<file path="config.mk">
export PLATFORM = sky130hd
export DESIGN_NAME = hamm_scrub_ctrl
export DESIGN_NICKNAME = d
export VERILOG_FILES = /design/src/rtl/hamm_scrub_ctrl.sv
export SDC_FILE = /design/constraint.sdc
export NUM_CORES = 1
export LEC_CHECK = 0
export CORE_MARGIN = 8
export CORE_UTILIZATION = 40
export CTS_CLUSTER_DIAMETER = 120
export DETAILED_ROUTE_END_ITERATION = 7
export PLACE_DENSITY_LB_ADDON = 0.08
export SYNTH_ARGS = -nofsm -noshare
export SYNTH_HDL_FRONTEND = slang
export SYNTH_SLANG_ARGS = --single-unit
</file>
<file path="constraint.sdc">
create_clock -name clk -period 6.4 [get_ports clk]
set_input_delay 0.96 -clock clk [delete_from_list [all_inputs] [get_ports clk]]
set_output_delay 0.96 -clock clk [all_outputs]
set_load 0.1 [all_outputs]
</file>
<file path="src/rtl/hamm_scrub_ctrl.sv">
// Background SECDED(12,8)+parity memory scrubber: reads every word,
// writes back single-bit corrections, counts and logs double errors.
//
// Ports:
//   clk, rst_n        clock, async active-low reset
//   start, clr_stats  begin a pass / clear statistics
//   busy, done        pass in progress / last word finished
//   mem_req, mem_we   memory request / write enable
//   mem_addr          word address
//   mem_wdata         corrected word {parity, code[11:0]}
//   mem_rdata         read word
//   mem_ack           one-cycle completion strobe
//   sec_count         corrected-error count (saturating)
//   ded_count         uncorrectable-error count (saturating)
//   ded_flag          sticky uncorrectable-error flag
//   ded_addr          address of first uncorrectable error
module hamm_scrub_ctrl #(
  parameter int ADDR_W   = 8,
  parameter int DEPTH    = 256,
  parameter int INTERVAL = 16
) (
  input  logic              clk,
  input  logic              rst_n,
  input  logic              start,
  input  logic              clr_stats,
  output logic              busy,
  output logic              done,
  output logic              mem_req,
  output logic              mem_we,
  output logic [ADDR_W-1:0] mem_addr,
  output logic [12:0]       mem_wdata,
  input  logic [12:0]       mem_rdata,
  input  logic              mem_ack,
  output logic [15:0]       sec_count,
  output logic [15:0]       ded_count,
  output logic              ded_flag,
  output logic [ADDR_W-1:0] ded_addr
);

  typedef enum logic [2:0] {
    IDLE, WAIT, READ, CHECK, WRITE, NEXT
  } state_t;

  localparam int CW =
    (INTERVAL > 1) ? $clog2(INTERVAL) : 1;
  localparam logic [CW-1:0] WLAST =
    CW'(INTERVAL - 1);
  localparam logic [ADDR_W-1:0] ALAST =
    ADDR_W'(DEPTH - 1);

  state_t state, state_nx;

  logic [ADDR_W-1:0] addr;
  logic [CW-1:0]     wcnt;
  logic [12:0]       rword;
  logic              last;

  logic [11:0] code;
  logic [11:0] flip;
  logic [11:0] cfix;
  logic [3:0]  syn;
  logic        pm;
  logic        sec_hit;
  logic        ded_hit;

  logic [15:0]       sec_nx;
  logic [15:0]       ded_nx;
  logic              flag_nx;
  logic [ADDR_W-1:0] daddr_nx;

  assign last = (addr == ALAST);

  // Decode of the captured word
  assign code = rword[11:0];
  assign syn  = {^(code & 12'hF80),
                 ^(code & 12'h878),
                 ^(code & 12'h666),
                 ^(code & 12'h555)};
  assign pm   = rword[12] ^ (^code);

  // s = 0 with pm is a parity-bit error:
  // flip stays zero and only parity is
  // recomputed.
  assign sec_hit = pm && (syn <= 4'd12);
  assign ded_hit = (syn != 4'd0 && !pm)
                || (pm && syn > 4'd12);

  assign flip =
    (syn != 4'd0 && syn <= 4'd12)
      ? (12'd1 << (syn - 4'd1))
      : 12'd0;
  assign cfix = code ^ flip;

  assign busy     = (state != IDLE);
  assign done     = (state == NEXT) && last;
  assign mem_req  = (state == READ)
                 || (state == WRITE);
  assign mem_we   = (state == WRITE);
  assign mem_addr = addr;

  always_comb begin
    state_nx = state;
    unique case (state)
      IDLE:  if (start) state_nx = WAIT;
      WAIT:  if (wcnt == WLAST)
               state_nx = READ;
      READ:  if (mem_ack) state_nx = CHECK;
      CHECK: state_nx = sec_hit ? WRITE
                                : NEXT;
      WRITE: if (mem_ack) state_nx = NEXT;
      NEXT:  state_nx = last ? IDLE : WAIT;
      default: state_nx = IDLE;
    endcase
  end

  // Clear is applied before a same-cycle
  // increment, so a colliding event still
  // counts once.
  always_comb begin
    sec_nx   = clr_stats ? 16'd0 : sec_count;
    ded_nx   = clr_stats ? 16'd0 : ded_count;
    flag_nx  = clr_stats ? 1'b0 : ded_flag;
    daddr_nx = clr_stats ? '0 : ded_addr;
    if (state == CHECK) begin
      if (sec_hit && sec_nx != 16'hFFFF)
        sec_nx = sec_nx + 16'd1;
      if (ded_hit) begin
        if (ded_nx != 16'hFFFF)
          ded_nx = ded_nx + 16'd1;
        if (!flag_nx) daddr_nx = addr;
        flag_nx = 1'b1;
      end
    end
  end

  always_ff @(posedge clk or negedge rst_n) begin
    if (!rst_n) begin
      state     <= IDLE;
      addr      <= '0;
      wcnt      <= '0;
      rword     <= '0;
      mem_wdata <= '0;
    end else begin
      state <= state_nx;
      if (state == IDLE && start)
        addr <= '0;
      else if (state == NEXT && !last)
        addr <= addr + 1'b1;
      if (state == WAIT)
        wcnt <= wcnt + 1'b1;
      else
        wcnt <= '0;
      if (state == READ && mem_ack)
        rword <= mem_rdata;
      if (state == CHECK)
        mem_wdata <= {^cfix, cfix};
    end
  end

  always_ff @(posedge clk or negedge rst_n) begin
    if (!rst_n) begin
      sec_count <= '0;
      ded_count <= '0;
      ded_flag  <= 1'b0;
      ded_addr  <= '0;
    end else begin
      sec_count <= sec_nx;
      ded_count <= ded_nx;
      ded_flag  <= flag_nx;
      ded_addr  <= daddr_nx;
    end
  end

endmodule
</file>
Word-level counts from Yosys, hierarchy flattened
Cells that the tools add are included.

Bitwise gates (word level): 2. Reductions and logical operators: 24. Add/subtract/negate cells: 5. Mux-type cells: 25. Eq/ne operators: 13. Shift-type cells: 1. Order comparisons: 2.

Operators with widths (number): $mux W16 (7); $reduce_xor A12 Y1 (6); $mux W8 (6); $add A16 B1 Y16 const B (2); $ne A16 B16 Y1 const B (2); $pmux W3 S6 (1); $mux W12 (1); $mux W3 (4); $shl A1 B4 Y12 const A (1); $xor A12 B12 Y12 (1); $logic_and A1 B1 Y1 (9); $add A8 B1 Y8 const B (1); $eq A8 B8 Y1 const B (1); $eq A3 B2 Y1 const B (2); $eq A3 B3 Y1 const B (2); $ne A2 B2 Y1 const B (3); $mux W1 (5); $add A4 B1 Y4 const B (1); $eq A4 B4 Y1 const B (1); $gt A4 B4 Y1 const B (1); $le A4 B4 Y1 const B (1); $mux W4 (1); $reduce_and A4 Y1 (1); $reduce_bool A4 Y1 (1); 9 further kinds (11).

Input bits: 18. Logic and storage cells: 81. Bits in registers: 82. Output and inout bits: 66.

Longest topological paths before layout
Depth in word-level cells: 7. Depth in mapped cells: 12. Depth with buffers taken out: 8.

Worst setup path after synthesis
OpenSTA, ideal clock, no wires.

Kind: register to output. From: register addr[0] (netlist: mem_addr[0]). To: output done. Stages on the path, launching flop included: 4. Arrival: 4.349 ns. Data required time: 5.440 ns. Path slack: 1.091 ns. Path through: dfrtp_1 ha_1 nand3_1 nor4_1.

Word-level cells in the longest chain between the ends: 2.

RTL lines: from (decl) (RTL line 53) `logic [ADDR_W-1:0] addr;`; from (signal assigned) (RTL line 148) `addr <= addr + 1'b1;`; $eq A8 B8 Y1 (RTL line 71) `assign last = (addr == ALAST);`; $logic_and A1 B1 Y1 (RTL line 95) `assign done = (state == NEXT) && last;`; to (decl) (RTL line 27) `output logic done,`.

Every way passes these cells.

Worst setup path after layout
From: input clr_stats. To: register sec_count[3].

Word-level cells in the longest chain between the ends: 5. Elaborated cells between the ends (all ways): 6. Those cells by class: 1 x add/sub; 1 x eq/ne; 3 x mux; 1 x reduce/logical.

RTL lines: from (decl) (RTL line 25) `input logic clr_stats,`; $mux W16 * (RTL line 120) `sec_nx = clr_stats ? 16'd0 : sec_count;`; parallel branches: the longest is 3 deep, another holds $add A16 B1 Y16; $mux W16 * (RTL line 124) `if (state == CHECK) begin`; via sec_nx[3] (RTL line 66) `logic [15:0] sec_nx;`; to (signal assigned) (RTL line 167) `sec_count <= sec_nx;`; to (decl) (RTL line 34) `output logic [15:0] sec_count,`.

Mark *: on every way through the listed nets, which the timed path passes. A chain may end at the register's enable or synchronous reset.

==> results.yml <==
detailed_routing:
  avgViaCountPerCell: 5.27
  antenna_left: 0
  first_iter_violations: 210
  routed_wl_um: 11300
  first_pass_iters: 5
  wl_per_cell_um: 16.9
  vias: 3533
  drc: 0
floorplanning:
  rows: 39
  core_mm2: 0.0113
  die_x_um: 123
  die_area_mm2: 0.0150
  ios: 84
  fp.dieH_um: 123
  initial_core_util: 0.404
sta:
  finalSetupViolCount: 0
  period_minus_slack_ns: 4.31
  worst_slew_pin_slew_ns: 1.04
  drv_slew: 0
  worst_slack_ns: 2.09
  max_slew_margin: 0.306
  clock_skew_ns: 0.00843
  finalCritPeriodShare: 0.673
  hold_viol: 0
  fmax_ghz: 0.232
  rsz0062_at_grt: "no"
  finalSetupTns_ns: 0
cells_and_area:
  area_growth_pct: 27.5
  nNetsFinal: 545
  n_fill_cell: 1032
  diodes: 0
  drive_gt1_frac: 0.114
  regArea_mm2: 0.00205
  multi_input_area_mm2: 0.00240
global_routing:
  grtUsageTotal: 0.156
  grt_antenna_before_repair: 0
  grt_max_degree: 44
  use_met2: 0.227
  overflow: 0
  gr-usage-met3: 0.0428
  busiest_layer: "met2"
  use_met1: 0.218
  grt_pass1_vias: 3511
  grt_pass1_wl_um: 18600
setup_path:
  crit_arrival_ns: 4.53
  startpoint_type: "primary input"
  path_class: "in -> reg"
  cp_max_fo: 27
  worstPathRequired_ns: 6.62
  end_kind: "flop"
clock_network:
  clk_pin_slew_ns: 0.06
  clock_sinks: 82
  htree_levels: 3
  cts_buffers: 9
  tritoncts: "done"
  insertion_delay_ns: 0.34
  ctsHoldBuffers: 0
  cts_resized: 0
  clk_path_buf_depth: 2
  post_cts_buffers: 0
  root_buffer: "clkbuf_16"
power_and_ir_drop:
  peakVddDrop_mv: 0.260
  power.total_mw: 2.21
  pwr_density_cell_mw_per_mm2: 380
  total_leakage_power_nw: 2.41
place:
  dpl_worst_slack_ns: 1.79
  dp_hpwl_um: 8080
  io_buffers: 83
  place_congestion: 0.779
synthesis:
  syn_nets: 469
  synthFlopType: "dfrtp_1"
  synth_enable_flop_cells: 0
  yosys_warnings: 0
  synthDistinctLibCells: 55
  synth_area_mm2: 0.00455
  yosysSeqAreaShare: 0.451
  ys_seq_elements: 82
  async_reset_ff_frac: 1.00
  netlist_instances: 447
  syn_area_per_cell_um2: 10.2
worst_hold_path:
  hold_class: "reg -> reg"
outcome:
  status: "complete, no violations"
flow_run:
  max_cap_viol_count: 0
[cells by family after synthesis]
kind of cell    Yosys count  share of synthesized area
mux                      31                     0.0761
compound gates           65                      0.101
buf+inv                  26                     0.0220
flops                    82                      0.451
simple gates            187                      0.213
xor+xnor                 51                      0.124
fa+ha+maj                 5                     0.0132
[flip-flops by register name (all words and copies together), names as in the netlist]
signal and cells:
mem_wdata 13, ded_addr 8, ded_count 16, sec_count 16
ded_flag 1, state 3, mem_addr 8, rword 13
wcnt 4
[critical path: stages]
cell,delay [ns]
clkdlybuf4s50_1,1.09
nor2b_1,0.23
ha_1,0.27
and3_1,0.23
and4_1,0.27
a41oi_1,0.77
nand4_1,0.19
a21oi_1,0.17
mux2_2,0.35
[cells in the final DEF, fill, tap and decap left out, types with 4 or more instances in the layout]
cell	count
nor2_1	41
nor3_1	7
xnor2_1	20
o211ai_1	4
a22o_1	8
a21oi_1	13
nand2_1	43
and2_1	5
inv_1	6
nand2b_1	8
clkbuf_16	9
mux2_2	28
ha_1	4
clkdlybuf4s50_1	82
xor2_1	22
dfrtp_1	82
and3_1	10
nand3_1	12
o21ai_0	15
nor2b_1	23
nand4_1	11
o41ai_1	5
nor4_1	7
[where the power goes]
part           switching (mW)  internal, mW
clock                   0.220         0.306
combinational           0.730         0.294
sequential             0.0693         0.586
total                    1.02          1.19
[worst paths after layout]
check	from	end	slack, ns	cells after the start
min in group asynchronous	rst_n	mem_wdata[10]	0.60	1
min	wcnt[0]	wcnt[0]	0.47	1
max	clr_stats	sec_count[3]	2.09	9
max reg2reg	rword[6]	ded_addr[3]	3.00	6
min reg2reg	wcnt[0]	wcnt[0]	0.47	1
max in group asynchronous	rst_n	mem_addr[3]	4.84	2
[final cells by class]
type	count	share of cell area
clock buffers	9	0.0388
clock inverters	7	0.0134
inverters	6	0.00388
flip-flops and latches	82	0.354
well taps	143	0.0308
multi-input cells	339	0.414
repair buffers	85	0.145
[metal layers]
layer  vias to the layer above  part of all wire
li1                       1743                 -
met1                      1692              0.48
met2                        86              0.45
met3                        12             0.060
met4                         0             0.015
met5                         -                 0
[cell usage after synthesis (2+ instances only)]
cell       count  share of area
a211oi_1       3         0.0049
a21oi_1       13          0.014
a22o_1         8          0.015
a31o_2         2         0.0038
a41oi_1        2         0.0038
and2_1         5         0.0069
and3_1        10          0.014
and4_1         3         0.0058
buf_2          2         0.0022
clkbuf_1      17          0.014
dfrtp_1       82           0.45
ha_1           4          0.011
inv_1          6         0.0049
mux2_2        28          0.069
mux2i_1        2         0.0044
nand2_1       43          0.035
nand2b_1       8          0.011
nand3_1       12          0.013
nand4_1       11          0.015
nor2_1        41          0.034
nor2b_1       23          0.032
nor3_1         8         0.0088
nor3b_1        3         0.0049
nor4_1         7         0.0096
o2111ai_1      2         0.0038
o211ai_1       4         0.0066
o21ai_0       15          0.016
o311ai_0       3         0.0058
o31ai_1        2         0.0033
o41ai_1        5         0.0096
or2_2          2         0.0027
or3_1          2         0.0027
or4_1          3         0.0049
xnor2_1       20          0.038
xnor3_1        3          0.015
xor2_1        22          0.042
xor3_1         2          0.010
xor3_2         2          0.011
[per-stage QoR]
step	cells	hold slack [ns]	utilization	cell area, µm²
floorplan	447	0.433	-	4550
global route	671	0.496	0.515	5800
detailed placement	655	0.466	0.488	5500
CTS	671	0.474	0.515	5800
global placement	655	0.452	0.488	5500
finish	671	0.469	0.515	5800
Power figures use the tool's default switching activity.
